[config.mk]
export PLATFORM = sky130hd
export DESIGN_NAME = tlb_set_assoc
export DESIGN_NICKNAME = d
export VERILOG_FILES = /design/src/rtl/tlb_set_assoc_pkg.sv /design/src/rtl/tlb_plru.sv /design/src/rtl/tlb_set_assoc.sv
export SDC_FILE = /design/constraint.sdc
export NUM_CORES = 1
export LEC_CHECK = 0
export ABC_AREA = 1
export ABC_CLOCK_PERIOD_IN_PS = 12120
export BUFFER_PORTS_ARGS = -buffer_cell sky130_fd_sc_hd__buf_2
export CAP_MARGIN = 20
export CORE_MARGIN = 1.5
export CORE_UTILIZATION = 66
export DETAILED_ROUTE_END_ITERATION = 8
export GPL_TIMING_DRIVEN = 0
export HOLD_SLACK_MARGIN = 0.02
export PLACE_DENSITY = 0.92
export REMOVE_ABC_BUFFERS = 1
export SETUP_SLACK_MARGIN = 0.3
export SYNTH_ARGS = -nofsm -noshare
export SYNTH_HDL_FRONTEND = slang
export SYNTH_SLANG_ARGS = --single-unit
[constraint.sdc]
create_clock -name clock -period 12.12 [get_ports clock]
set_input_delay 0.606 -clock clock [delete_from_list [all_inputs] [get_ports clock]]
set_output_delay 0.606 -clock clock [all_outputs]
set_load 0.02 [all_outputs]
[src/rtl/tlb_set_assoc_pkg.sv]
// Shared types for the set-associative TLB: privilege encoding, entry layout
// and flush controller states.
package tlb_set_assoc_pkg;

  // Entry fields are sized for the widest supported page numbers; narrower
  // instances zero-extend on write and the unused upper flops are constant.
  localparam int ENTRY_VPN_W = 32;
  localparam int ENTRY_PPN_W = 32;

  typedef enum logic {
    PRIV_USER       = 1'b0,
    PRIV_SUPERVISOR = 1'b1
  } priv_mode_e;

  typedef enum logic {
    ST_IDLE,
    ST_FLUSH
  } flush_state_e;

  typedef struct packed {
    logic                   valid;
    logic [ENTRY_VPN_W-1:0] vpn;
    logic [ENTRY_PPN_W-1:0] ppn;
    logic                   write_priv;
  } tlb_entry_t;

endpackage

[src/rtl/tlb_plru.sv]
// Per-set tree pseudo-LRU: a hit and a fill may both touch a set in one cycle
// (fill applied last), and a per-set clear supports the sequential flush.
module tlb_plru #(
  parameter int NUM_SETS = 4,
  parameter int NUM_WAYS = 2,
  localparam int SET_W  = $clog2(NUM_SETS),
  localparam int WAY_W  = (NUM_WAYS > 1) ? $clog2(NUM_WAYS) : 1,
  localparam int TREE_W = (NUM_WAYS > 1) ? NUM_WAYS - 1 : 1
) (
  input  logic             clock,
  input  logic             reset,
  input  logic             clear_en,
  input  logic [SET_W-1:0] clear_set,
  input  logic             hit_en,
  input  logic [SET_W-1:0] hit_set,
  input  logic [WAY_W-1:0] hit_way,
  input  logic             fill_en,
  input  logic [SET_W-1:0] fill_set,
  input  logic [WAY_W-1:0] fill_way,
  input  logic [SET_W-1:0] victim_set,
  output logic [WAY_W-1:0] victim_way
);

  logic [TREE_W-1:0] tree_q [NUM_SETS];
  logic [TREE_W-1:0] tree_d [NUM_SETS];

  // Node n has children 2n+1 / 2n+2; a 0 bit sends the victim search left.
  // Touching a way points every node on its path away from it.
  function automatic logic [TREE_W-1:0] touch(input logic [TREE_W-1:0] bits,
                                              input logic [WAY_W-1:0]  way);
    logic [TREE_W-1:0] res;
    logic              dir;
    logic              away;
    int                node;
    res  = bits;
    node = 0;
    if (NUM_WAYS > 1) begin
      for (int lvl = 0; lvl < WAY_W; lvl++) begin
        dir  = 1'(way >> (WAY_W - 1 - lvl));
        away = ~dir;
        res  = (res & ~(TREE_W'(1) << node)) | (TREE_W'(away) << node);
        node = 2 * node + 1 + int'(dir);
      end
    end
    return res;
  endfunction

  always_comb begin
    logic [TREE_W-1:0] bits;
    logic              dir;
    int                node;
    bits       = tree_q[victim_set];
    victim_way = '0;
    dir        = 1'b0;
    node       = 0;
    if (NUM_WAYS > 1) begin
      for (int lvl = 0; lvl < WAY_W; lvl++) begin
        dir        = 1'(bits >> node);
        victim_way = WAY_W'((victim_way << 1) | WAY_W'(dir));
        node       = 2 * node + 1 + int'(dir);
      end
    end
  end

  always_comb begin
    for (int s = 0; s < NUM_SETS; s++) begin
      tree_d[s] = tree_q[s];
      if (clear_en && clear_set == SET_W'(s)) begin
        tree_d[s] = '0;
      end else begin
        if (hit_en && hit_set == SET_W'(s))   tree_d[s] = touch(tree_d[s], hit_way);
        if (fill_en && fill_set == SET_W'(s)) tree_d[s] = touch(tree_d[s], fill_way);
      end
    end
  end

  always_ff @(posedge clock) begin
    if (reset) begin
      for (int s = 0; s < NUM_SETS; s++) tree_q[s] <= '0;
    end else begin
      tree_q <= tree_d;
    end
  end

endmodule

[src/rtl/tlb_set_assoc.sv]
// Set-associative TLB with registered lookup, in-place/free/PLRU fill policy,
// Supervisor identity bypass and a one-set-per-cycle flush engine.
module tlb_set_assoc import tlb_set_assoc_pkg::*; #(
  parameter int VADDR_W    = 32,
  parameter int PADDR_W    = 20,
  parameter int PAGE_OFF_W = 12,
  parameter int NUM_SETS   = 4,
  parameter int NUM_WAYS   = 2
) (
  input  logic                          clock,
  input  logic                          reset,
  input  logic                          req_valid,
  input  logic [VADDR_W-1:0]            req_virt_addr,
  input  logic                          priv_mode,
  output logic                          rsp_valid,
  output logic                          tlb_miss,
  output logic [PADDR_W-1:0]            rsp_phy_addr,
  output logic                          rsp_write_priv,
  input  logic                          fill_valid,
  input  logic [VADDR_W-PAGE_OFF_W-1:0] fill_vpn,
  input  logic [PADDR_W-PAGE_OFF_W-1:0] fill_ppn,
  input  logic                          fill_write_priv,
  input  logic                          flush_req,
  output logic                          flush_busy
);

  localparam int VPN_W = VADDR_W - PAGE_OFF_W;
  localparam int PPN_W = PADDR_W - PAGE_OFF_W;
  localparam int SET_W = $clog2(NUM_SETS);
  localparam int WAY_W = (NUM_WAYS > 1) ? $clog2(NUM_WAYS) : 1;

  tlb_entry_t       table_q [NUM_SETS][NUM_WAYS];
  flush_state_e     state_q, state_d;
  logic [SET_W-1:0] flush_set_q;

  logic [VPN_W-1:0] req_vpn;
  logic [SET_W-1:0] req_set, fill_set;
  logic             is_user, lookup_hit, user_hit, fill_en;
  logic             fill_match, fill_free;
  logic [WAY_W-1:0] hit_way, match_way, free_way, victim_way, fill_way;
  tlb_entry_t       hit_entry;

  assign req_vpn  = req_virt_addr[VADDR_W-1:PAGE_OFF_W];
  assign req_set  = req_vpn[SET_W-1:0];
  assign fill_set = fill_vpn[SET_W-1:0];
  assign is_user  = (priv_mode_e'(priv_mode) == PRIV_USER);
  assign user_hit = req_valid && is_user && !flush_busy && lookup_hit;
  // A flush request in the same cycle takes precedence over a fill.
  assign fill_en  = fill_valid && (state_q == ST_IDLE) && !flush_req;

  always_comb begin
    state_d    = state_q;
    flush_busy = (state_q == ST_FLUSH);
    case (state_q)
      ST_IDLE:  if (flush_req) state_d = ST_FLUSH;
      ST_FLUSH: if (flush_set_q == SET_W'(NUM_SETS - 1)) state_d = ST_IDLE;
      default:  state_d = ST_IDLE;
    endcase
  end

  always_ff @(posedge clock) begin
    if (reset) begin
      state_q     <= ST_IDLE;
      flush_set_q <= '0;
    end else begin
      state_q <= state_d;
      if (state_q == ST_FLUSH) flush_set_q <= flush_set_q + 1'b1;
    end
  end

  always_comb begin
    lookup_hit = 1'b0;
    hit_way    = '0;
    hit_entry  = '0;
    for (int w = 0; w < NUM_WAYS; w++) begin
      if (table_q[req_set][w].valid && table_q[req_set][w].vpn == ENTRY_VPN_W'(req_vpn)) begin
        lookup_hit = 1'b1;
        hit_way    = WAY_W'(w);
        hit_entry  = table_q[req_set][w];
      end
    end
  end

  // Fill way priority: existing copy of the vpn, lowest free way, PLRU victim.
  always_comb begin
    fill_match = 1'b0;
    fill_free  = 1'b0;
    match_way  = '0;
    free_way   = '0;
    for (int w = 0; w < NUM_WAYS; w++) begin
      if (table_q[fill_set][w].valid && !fill_match &&
          table_q[fill_set][w].vpn == ENTRY_VPN_W'(fill_vpn)) begin
        fill_match = 1'b1;
        match_way  = WAY_W'(w);
      end
      if (!table_q[fill_set][w].valid && !fill_free) begin
        fill_free = 1'b1;
        free_way  = WAY_W'(w);
      end
    end
    fill_way = fill_match ? match_way : (fill_free ? free_way : victim_way);
  end

  always_ff @(posedge clock) begin
    if (reset) begin
      for (int s = 0; s < NUM_SETS; s++)
        for (int w = 0; w < NUM_WAYS; w++) table_q[s][w].valid <= 1'b0;
    end else if (state_q == ST_FLUSH) begin
      for (int w = 0; w < NUM_WAYS; w++) table_q[flush_set_q][w].valid <= 1'b0;
    end else if (fill_en) begin
      table_q[fill_set][fill_way] <= '{valid:      1'b1,
                                       vpn:        ENTRY_VPN_W'(fill_vpn),
                                       ppn:        ENTRY_PPN_W'(fill_ppn),
                                       write_priv: fill_write_priv};
    end
  end

  always_ff @(posedge clock) begin
    if (reset) begin
      rsp_valid      <= 1'b0;
      tlb_miss       <= 1'b0;
      rsp_phy_addr   <= '0;
      rsp_write_priv <= 1'b0;
    end else begin
      rsp_valid      <= req_valid;
      tlb_miss       <= 1'b0;
      rsp_phy_addr   <= '0;
      rsp_write_priv <= 1'b0;
      if (req_valid) begin
        if (!is_user) begin
          rsp_phy_addr   <= req_virt_addr[PADDR_W-1:0];
          rsp_write_priv <= 1'b1;
        end else if (user_hit) begin
          rsp_phy_addr   <= {hit_entry.ppn[PPN_W-1:0], req_virt_addr[PAGE_OFF_W-1:0]};
          rsp_write_priv <= hit_entry.write_priv;
        end else begin
          tlb_miss <= 1'b1;
        end
      end
    end
  end

  tlb_plru #(
    .NUM_SETS (NUM_SETS),
    .NUM_WAYS (NUM_WAYS)
  ) u_plru (
    .clock      (clock),
    .reset      (reset),
    .clear_en   (state_q == ST_FLUSH),
    .clear_set  (flush_set_q),
    .hit_en     (user_hit),
    .hit_set    (req_set),
    .hit_way    (hit_way),
    .fill_en    (fill_en),
    .fill_set   (fill_set),
    .fill_way   (fill_way),
    .victim_set (fill_set),
    .victim_way (victim_way)
  );

endmodule
Word level (Yosys, flattened, before mapping):

Memories as Yosys holds them, arrays and structs flattened.
Cells that the tools add are included.

* register bits after elaboration: 30
* bits in writable memories: 240
* output and inout bits: 24
* logic and storage cells: 127
* memories kept: 1

* add/sub/neg operators: 1
* order comparisons: 3
* equal/unequal tests: 13
* mux-type cells: 49
* bitwise gates (word level): 7
* reduce and logical (&&, ||, !) cells: 43

Memories
* table_q: words 4, bits a word 60, rd ports 2, clocked after Yosys merged registers in 0, wr ports 4, RTL line tlb_set_assoc.sv:32 `tlb_entry_t table_q [NUM_SETS][NUM_WAYS];`

Operator list (number)
* 60-bit two-way mux: 3
* 132-bit two-way mux: 1
* 32-bit by 20-bit equality test with 1-bit output: 4
* 60-bit OR reduction: 2
* 66-bit demux with 1-bit select: 1
* 66-bit two-way mux: 1
* 20-bit two-way mux: 2
* 1-bit two-way mux: 34
* 1-bit logical AND: 24
* 9-bit two-way mux: 2
* 2-bit equality test, second input constant: 6
* 2-bit OR reduction: 5
* 2-bit nonzero test: 4
* 2-bit by 1-bit equality test with 1-bit output, second input constant: 3
* 2-bit logical NOT: 3
* 2-bit two-way mux: 3
* 1-bit NOT: 5
* 1-bit logical NOT: 4
* 3-bit greater-or-equal comparator, second input constant: 1
* 2-bit NOT with 3-bit output: 1
* 3-bit OR reduction: 1
* 2-bit by 1-bit adder with 2-bit output, second input constant: 1
* 1-bit binary-select mux with 2-bit select: 1
* 2-bit greater-or-equal comparator, second input constant: 1
* other kinds (3): 3

Longest topological paths before layout:

Gate-level depths: netlist of the first run.
An unclocked memory read counts as a cell.

* depth in word-level cells: 17
* depth in mapped cells: 20

Modules after synthesis:

From an unflattened synthesis of the first run, not the netlist that was laid out.

* cells, all modules: 1544
* area, all modules: 13457.9 um^2

By module, submodules not included
* tlb_set_assoc: times used 1, cells an instance 1486, area an instance 13118.8 um^2
* tlb_plru: times used 1, cells an instance 58, area an instance 339.1 um^2

Worst setup path before layout of the first run:

Ideal clock, no wire load.

* path kind: input to register
* from: input port fill_vpn[1]
* to: memory table_q[0][0] (netlist bit), enable pin
* setup time: 451 ps
* data arrival time: 4006 ps
* data required time: 11669 ps
* slack: 7663 ps
* stages on the path: 16
* buffers on the path: 3
* path through: buf_4 > nand2_2 > inv_1 > buf_2 > a21oi_1 > nand2_1 > nand2_1 > nand2_1 > nor2_1 > nand2_1 > nor2_1 > nand2_1 > nand2_1 > nand2_1 > buf_4 > nor3_1

RTL lines
* start: declaration: RTL line tlb_set_assoc.sv:20 `input logic [VADDR_W-PAGE_OFF_W-1:0] fill_vpn,`
* end: declaration: RTL line tlb_set_assoc.sv:32

==> flow_summary.toml, run 1 <==
[run_status]
status = "finished, final reports clean"

[sta]
hold_violations = 0
fin_crit_ns = 5.25
tightestPinTransition_ns = 1.15
slew-limit-headroom = 0.232
fin_skew_ns = 0.0311
rsz0062_at_grt = "false"
post-route-period-util = 0.433
fmax_ghz = 0.191
tns_ns = 0
slew_violations = 0
setup_ws_ns = 6.87
holdWs_ns = 0.245
setup_viol = 0

[drt]
viasPerCell = 6.34
dr.max_layer_used = "met4"
drc = 0
dr_wl_met2_um = 18400
drt-total-wl_um = 41500
dr_wl_met3_um = 6330
wl_per_cell_um = 21.5
first_pass_iters = 6
vias = 12200
drt_iter0_drc = 1859
ant_nets = 0
drt-met1-wl_um = 13500

[synthesis]
ys_top_cells_by_area = "edfxtp_1 54%, nand2_1 18%, nor2_1 4.9%, dfxtp_1 4.5%, inv_1 3.7%"
synth-simple-area-share = 0.286
ys_seq_area_frac = 0.583
synth_top_area_share = 0.538
synth_area_mm2 = 0.0134
ys_warn_count = 0
synth_flop_cell = "edfxtp_1"
synth_top_area_cell = "edfxtp_1"
synth_compound_gate_area_share = 0.0622
synth_top_family_by_area = "simple AND/OR/NAND/NOR gates"
synthAdderAreaFrac = 0.00374
syn_inst = 1562
synth_mux_area_frac = 0
yosysUniqueCellTypes = 35
synth-xor-area-share = 0.00262
synthArstFlopShare = 0
synth_area_per_cell_um2 = 8.57
synth-edff-count = 240
ys_ff_latch = 270

[cts]
ctsResizeCount = 0
numClockSinks = 270
cts-hold-fix-buffers = 0
htree_levels = 1
cts_made_buffers = 27
cts_tree = "built"
cts-root-buf = "clkbuf_16"
cts_buffer_depth = 3
post_cts_buffers = 0
clk_latency_ns = 0.57
clk_pin_slew_worst_paths_ns = 0.07

[critical_path]
worstPathArrival_ns = 5.52
required_ns = 12.40
path_common_cell = "nand2_1"
crit_family = "simple AND/OR/NAND/NOR gates"
crit_type = "in -> reg"
path_buf_inv = 5
startpoint_type = "primary input"
crit_chain = "buf_2 -> nand2_2 -> inv_1 -> nand2_1 -> nand4_1 -> nand2_1 -> nor2_1 -> nand3_1 -> nor2_1 -> nand2_1 -> nand2_1 -> nand2_1 -> nor3_2 -> buf_8 -> buf_8 -> buf_8"
slowest_delay_ns = 0.95
endpoint_kind = "register"
crit_slowest_cell = "inv_1"
path_max_fanout = 22

[layout]
drive_above_1_share = 0.114
syn_to_final_growth_pct = 13.1
num-nets-final = 1715
stdcell_count = 1931
layout_common_cells = "639 x nand2_1, 240 x edfxtp_1, 167 x nor2_1"
layout_commonest_cell = "nand2_1"
fillers = 1190

[place]
dpl.hpwl_um = 26000
dp.cells = 1880
globalplace.congestion = 0.928
portBuffers = 90
dpl_worst_slack_ns = 6.68

[global_route]
grt-ovfl-total = 0
grt_pass1_wl_um = 63900
antenna_found_initial = 0
grt_max_degree = 82
grt_usage = 0.392
grt_pass1_vias = 12300

[die]
rows = 51
ios = 91
die_w_um = 145
core-area_mm2 = 0.0197
initial_core_util = 0.681
dieArea_mm2 = 0.0211
die_h_um = 145

[job]
cap_violations = 0

[pwr]
power_density_mw_per_mm2 = 139
worst_ir_drop_vdd_mv = 0.127
p_leak_nw = 6.77

[hold_path]
hp-class = "in -> reg"
synth_stat cells (10+ instances only):
library cell,count
nand3_1,93
dfxtp_1,30
nand4_1,13
nor2_1,173
o22ai_1,12
buf_2,28
o21ai_0,42
a21oi_1,38
clkbuf_1,12
a22oi_1,39
buf_4,10
nor2_2,14
inv_1,133
edfxtp_1,240
nand2_1,639
tightest hold or removal path, stage by stage:
cell	delay (ns)
buf_2	0.09
inv_1	0.04
nor2_1	0.03
where the power goes:
group | internal, mW | switching [mW]
Clock | 0.501 | 0.368
Sequential | 1.02 | 0.00522
Combinational | 0.0586 | 0.157
kinds of logic (layout without fill, tap and decap cells):
logic type,count (synthesis),after routing
AND/OR/NAND/NOR,952,952
buffers and inverters,192,295
adder cells (fa/ha/maj),4,4
XOR/XNOR,4,4
AO/OA/AOI/OAI,140,140
other,0,1
flip-flops,270,270
sequential cells by signal, indices dropped and copies added (netlist names):
register / flops
flush_busy: 1
flush_set_q: 2
rsp_phy_addr: 20
rsp_valid: 1
rsp_write_priv: 1
table_q: 240
tlb_miss: 1
u_plru.tree_q: 4
metrics by stage:
step           cell area, um^2  total power, mW  utilization
4_1_cts                  15100             2.08        0.770
3_3_place_gp             13800             1.23        0.704
3_5_place_dp             14200             1.24        0.724
6_report                 15100             2.11        0.770
2_1_floorplan            13100             1.16            -
5_1_grt                  15100             2.14        0.770
routing by layer:
layer | global-route usage | vias to the layer above
li1 | - | 5283
met4 | 0.298 | 0
met1 | 0.474 | 5479
met5 | 0.00909 | -
met3 | 0.110 | 316
met2 | 0.601 | 1168
layout make-up:
| cell class | count | area, um^2 | share of cell area |
|---|---|---|---|
| antenna | 1 | 2.50 | 0.000165 |
| multi-input combinational | 1100 | 4810 | 0.318 |
| clock inverter | 13 | 156 | 0.0103 |
| sequential | 270 | 7810 | 0.516 |
| timing repair buffer | 109 | 768 | 0.0507 |
| tap | 265 | 332 | 0.0219 |
| inverter | 136 | 513 | 0.0339 |
| clock buffer | 37 | 753 | 0.0497 |
worst paths after layout:
path | startpoint | slack (ns) | depth (start not counted) | to
min reg2reg | flush_set_q[1] | 0.59 | 2 | flush_set_q[1]
max reg2reg | flush_busy | 8.18 | 13 | table_q[2][3]
max | fill_vpn[0] | 6.87 | 16 | table_q[2][3]
min | req_virt_addr[1] | 0.24 | 3 | rsp_phy_addr[1]
No activity file was read; power rests on OpenSTA's default activity.
==> run 2: changes to the inputs <==
--- a/config.mk
+++ b/config.mk
@@ -6,15 +6,15 @@
 export NUM_CORES = 1
 export LEC_CHECK = 0
 export ABC_AREA = 1
-export ABC_CLOCK_PERIOD_IN_PS = 12120
+export ABC_CLOCK_PERIOD_IN_PS = 4800
 export BUFFER_PORTS_ARGS = -buffer_cell sky130_fd_sc_hd__buf_2
 export CAP_MARGIN = 20
 export CORE_MARGIN = 1.5
-export CORE_UTILIZATION = 66
+export CORE_UTILIZATION = 55
 export DETAILED_ROUTE_END_ITERATION = 8
 export GPL_TIMING_DRIVEN = 0
 export HOLD_SLACK_MARGIN = 0.02
-export PLACE_DENSITY = 0.92
+export PLACE_DENSITY = 0.82
 export REMOVE_ABC_BUFFERS = 1
 export SETUP_SLACK_MARGIN = 0.3
 export SYNTH_ARGS = -nofsm -noshare
==> constraint.sdc (replaced) <==
create_clock -name clock -period 4.8 [get_ports clock]
set_input_delay 0.24 -clock clock [delete_from_list [all_inputs] [get_ports clock]]
set_output_delay 0.24 -clock clock [all_outputs]
set_load 0.02 [all_outputs]
==> run 2 against run 1 <==
Effect of this change:
- clock power rose to 2.5 times the previous value
- worst setup slack worse by 6.4 ns
- sequential cell count unchanged
- die area up 20%
- design area up 1.7%
- via count down 5.2%
- critical path depth down 2
- sequential share of layout area down 0.88 points
- cell count up 3.8%
- register-to-register slack worse by 7.1 ns
- non-clock buffer count up 18
- global-route usage down 8.9 points
==> flow_summary.toml, run 2 (synthesis results as in run 1) <==
[run_status]
status = "finished, final reports clean"

[die]
die_h_um = 159
rows = 56
initial_core_util = 0.565
dieArea_mm2 = 0.0253
core-area_mm2 = 0.0237
die_w_um = 159
ios = 91

[hold_path]
hp-class = "in -> reg"

[global_route]
grt_max_degree = 82
grt-ovfl-total = 0
grt_usage = 0.303
antenna_found_initial = 0
grt_pass1_vias = 10800
grt_pass1_wl_um = 59100

[critical_path]
required_ns = 5.04
path_max_fanout = 18
worstPathArrival_ns = 4.55
crit_type = "in -> reg"
startpoint_type = "primary input"
endpoint_kind = "register"

[sta]
tightestPinTransition_ns = 1.07
rsz0062_at_grt = "false"
slew_violations = 0
setup_viol = 0
hold_violations = 0
fin_crit_ns = 4.31
fmax_ghz = 0.232
post-route-period-util = 0.899
holdWs_ns = 0.0516
fin_skew_ns = 0.0236
slew-limit-headroom = 0.289

[layout]
drive_above_1_share = 0.118
reg_top3 = "table_q (240), rsp_phy_addr (20), u_plru.tree_q (4)"
layout_common_cells = "638 x nand2_1, 240 x edfxtp_1, 167 x nor2_1"
syn_to_final_growth_pct = 15.1
final_area_mm2 = 0.0154
largest_register_ffs = 240
fillers = 1828
num-nets-final = 1737
regMostFlops = "table_q"
layout_commonest_cell = "nand2_1"
antenna_cells = 0

[drt]
wl_per_cell_um = 19.6
ant_nets = 0
drc = 0
drt_iter0_drc = 1703
viasPerCell = 5.79
vias = 11600
drt-total-wl_um = 39300
first_pass_iters = 9

[cts]
cts_tree = "built"
clk_pin_slew_worst_paths_ns = 0.06
post_cts_buffers = 0
clk_latency_ns = 0.56
htree_levels = 1
numClockSinks = 270
cts-root-buf = "clkbuf_16"
cts_made_buffers = 28
cts_buffer_depth = 3

[place]
dpl.hpwl_um = 24700
dpl_cell_area_mm2 = 0.0142
portBuffers = 90
globalplace.congestion = 0.907

[pwr]
power_density_mw_per_mm2 = 346
worst_ir_drop_vdd_mv = 0.221
p_leak_nw = 6.84

[job]
cap_violations = 0
## run 2: final cells by class
class,count,area [um^2],share of cell area
sequential,270,7810,0.507
multi-input combinational,1102,4830,0.314
timing repair buffer,127,896,0.0582
clock buffer,35,801,0.0520
inverter,136,517,0.0335
tap,319,399,0.0259
clock inverter,15,144,0.00934
timing repair inverter,1,7.51,0.000487
## run 2: worst paths after layout
kind,startpoint,endpoint,slack [ns],cells past startpoint
worst max-delay path,fill_vpn[1],table_q[3][44],0.49,14
worst min-delay path,priv_mode,rsp_phy_addr[13],0.05,3
worst max register to register,flush_busy,table_q[0][14],1.09,12
worst min register to register,flush_set_q[1],flush_set_q[1],0.59,2
## run 2: metrics by stage
step | setup WS [ns] | TNS [ns] | std cells | power [mW] | utilization
floorplan | 0.0573 | 0 | 1506 | 2.92 | -
global placement | -4.44 | -863.13 | 1915 | 3.11 | 0.587
detailed placement | -0.0712 | -3.21 | 1934 | 3.13 | 0.602
CTS | 0.468 | 0 | 2002 | 5.31 | 0.649
global route | 0.379 | 0 | 2005 | 5.45 | 0.650
finish | 0.486 | 0 | 2005 | 5.33 | 0.650
## run 2: repair_timing
item | CTS | global route
hold buffers | 18 | 0
resized for setup | 0 | 4
endpoints found under the hold margin | 18 | 0
setup endpoints to repair | 0 | 107
## run 2: metal layers
layer	part of all wire	track usage	wire, um
met1	0.36	0.399	14300
met2	0.46	0.492	18000
met3	0.12	0.0445	4790
met4	0.055	0.156	2140
met5	0	0	0
## run 2: critical path: stages
cell	delay [ns]
buf_2	0.40
inv_1	0.51
nor2_2	0.91
a21oi_1	0.23
nand3_1	0.15
nand2_1	0.07
nor2_1	0.16
nand3_1	0.10
nor2_1	0.11
nand2_1	0.08
nand2_1	0.43
nand2_2	0.34
nor2_4	0.52
buf_12	0.27
## run 2: power by group
group	total, mW	internal (mW)	switching (mW)
sequential	2.58	2.56	0.0120
combinational	0.545	0.157	0.388
clock	2.21	1.29	0.914
==> run 3: changes to the inputs <==
--- a/config.mk
+++ b/config.mk
@@ -6,15 +6,15 @@
 export NUM_CORES = 1
 export LEC_CHECK = 0
 export ABC_AREA = 1
-export ABC_CLOCK_PERIOD_IN_PS = 4800
+export ABC_CLOCK_PERIOD_IN_PS = 4260
 export BUFFER_PORTS_ARGS = -buffer_cell sky130_fd_sc_hd__buf_2
 export CAP_MARGIN = 20
 export CORE_MARGIN = 1.5
-export CORE_UTILIZATION = 55
+export CORE_UTILIZATION = 61
 export DETAILED_ROUTE_END_ITERATION = 8
 export GPL_TIMING_DRIVEN = 0
 export HOLD_SLACK_MARGIN = 0.02
-export PLACE_DENSITY = 0.82
+export PLACE_DENSITY = 0.86
 export REMOVE_ABC_BUFFERS = 1
 export SETUP_SLACK_MARGIN = 0.3
 export SYNTH_ARGS = -nofsm -noshare
==> constraint.sdc (replaced) <==
create_clock -name clock -period 4.26 [get_ports clock]
set_input_delay 0.213 -clock clock [delete_from_list [all_inputs] [get_ports clock]]
set_output_delay 0.213 -clock clock [all_outputs]
set_load 0.02 [all_outputs]
==> run 3 against run 2 <==
Effect of this change:
- the flow now finishes with violations (DRC)
- die area fell by 9.7%
- worst hold slack lost 0.034 ns
- sequential power grew 12%
- global-route usage up 5.7 points
- register-to-register slack got worse by 0.30 ns
- highest routed layer unchanged
- largest cell class unchanged
- non-clock buffer count is 17 higher
- worst setup slack worse by 0.079 ns
- wire length increased by 6.6%
- clock power is 22% higher
- clock-buffer cell count down 6
- combinational power up 19%
==> flow_summary.toml, run 3 (synthesis results as in run 1) <==
[run_status]
status = "finished, violations left"
violations = "DRC"

[sta]
setup_viol = 0
post-route-period-util = 0.904
slew_violations = 0
tns_ns = 0
fin_skew_ns = 0.0338
fin_crit_ns = 3.85
rsz0062_at_grt = "false"
hold_violations = 0
fmax_ghz = 0.260
slew-limit-headroom = 0.252
tightestPinTransition_ns = 1.12

[drt]
vias = 12200
wl_per_cell_um = 21.1
viasPerCell = 6.16
first_pass_iters = 9
drt_iter0_drc = 1923
drc = 8
ant_nets = 0
drt-total-wl_um = 41900

[critical_path]
crit_type = "in -> reg"
startpoint_type = "primary input"
path_max_fanout = 38
worstPathArrival_ns = 4.32
required_ns = 4.73
endpoint_kind = "register"

[place]
dp.cells = 1895
globalplace.congestion = 0.931
dpl.hpwl_um = 25300
portBuffers = 90

[cts]
cts_made_buffers = 28
cts-root-buf = "clkbuf_16"
clk_latency_ns = 0.57
numClockSinks = 270
cts_buffer_depth = 3
cts_tree = "built"
htree_levels = 1
clk_pin_slew_worst_paths_ns = 0.07

[layout]
syn_to_final_growth_pct = 16.6
regMostFlops = "table_q"
fin_util = 0.720
reg_top3 = "table_q (240), rsp_phy_addr (20), u_plru.tree_q (4)"
fillers = 1417
num-nets-final = 1753
largest_register_ffs = 240
stdcell_count = 1985
layout_commonest_cell = "nand2_1"
layout_common_cells = "637 x nand2_1, 240 x edfxtp_1, 167 x nor2_1"
drive_above_1_share = 0.129

[die]
ios = 91
rows = 54
initial_core_util = 0.617
die_h_um = 151
core-area_mm2 = 0.0217
dieArea_mm2 = 0.0228
die_w_um = 151

[global_route]
grt-ovfl-total = 0
antenna_found_initial = 1
grt_max_degree = 82
grt_pass1_wl_um = 61200
grt_pass1_vias = 11600
grt_usage = 0.360

[hold_path]
hp-class = "in -> reg"

[pwr]
worst_ir_drop_vdd_mv = 0.321
power_density_mw_per_mm2 = 400
p_leak_nw = 6.96
power_mw = 6.24

[job]
cap_violations = 0
-- run 3: per-stage QoR --
step           area, um^2  setup slack [ns]  hold WS [ns]
5_1_grt             15600             0.307        0.0411
3_5_place_dp        14200            -0.681         0.437
2_1_floorplan       13100            -0.456         0.317
4_1_cts             15500             0.308        0.0284
3_3_place_gp        13900             -4.81         0.431
6_report            15600             0.407        0.0179
-- run 3: final timing paths --
check,cells after the start,to,startpoint,slack (ns)
worst max-delay path,15,rsp_phy_addr[14],req_virt_addr[13],0.41
worst min-delay path,3,rsp_phy_addr[12],priv_mode,0.02
worst max register to register,12,table_q[0][25],flush_busy,0.79
worst min register to register,2,flush_set_q[0],flush_set_q[0],0.61
-- run 3: repair_timing --
| item | CTS | global route |
|---|---|---|
| setup buffers | 5 | 8 |
| hold buffers | 22 | 0 |
| endpoints found under the hold margin | 19 | 0 |
| pin swaps | 1 | 2 |
| gates resized for setup | 7 | 4 |
| endpoints found under the setup margin | 167 | 144 |
| gates cloned | 2 | 0 |
-- run 3: worst max-delay path, stage by stage --
cell and delay (ns):
buf_2 0.74, inv_2 0.65, nor2_4 0.69, nand2_1 0.13
nand3_1 0.24, nand3_1 0.11, nor2_1 0.10, nand2_1 0.08
nor2_2 0.15, nand3_4 0.27, nand2_4 0.23, nand2_2 0.09
inv_1 0.25, nand2_1 0.08, a21oi_1 0.23
-- run 3: area by class of cell --
| class | count | area [um^2] | share of cell area |
|---|---|---|---|
| Sequential cell | 270 | 7810 | 0.500 |
| Clock inverter | 23 | 287 | 0.0184 |
| Antenna cell | 1 | 2.50 | 0.000160 |
| Multi-Input combinational cell | 1101 | 4840 | 0.310 |
| Tap cell | 280 | 350 | 0.0224 |
| Clock buffer | 29 | 726 | 0.0465 |
| Timing Repair inverter | 1 | 7.51 | 0.000481 |
| Inverter | 136 | 524 | 0.0336 |
| Timing Repair Buffer | 144 | 1060 | 0.0681 |
-- run 3: power breakdown --
part	switching (mW)	internal, mW	leakage [nW]
Combinational	0.458	0.189	4.05
Sequential	0.0146	2.89	2.42
Clock	1.08	1.61	0.487
-- run 3: layer usage --
| layer | vias up | global-route usage | wire length, um |
|---|---|---|---|
| li1 | 5363 | - | - |
| met1 | 5453 | 0.461 | 14100 |
| met2 | 1122 | 0.552 | 18500 |
| met3 | 288 | 0.0861 | 6260 |
| met4 | 0 | 0.232 | 2990 |
| met5 | - | 0 | 0 |
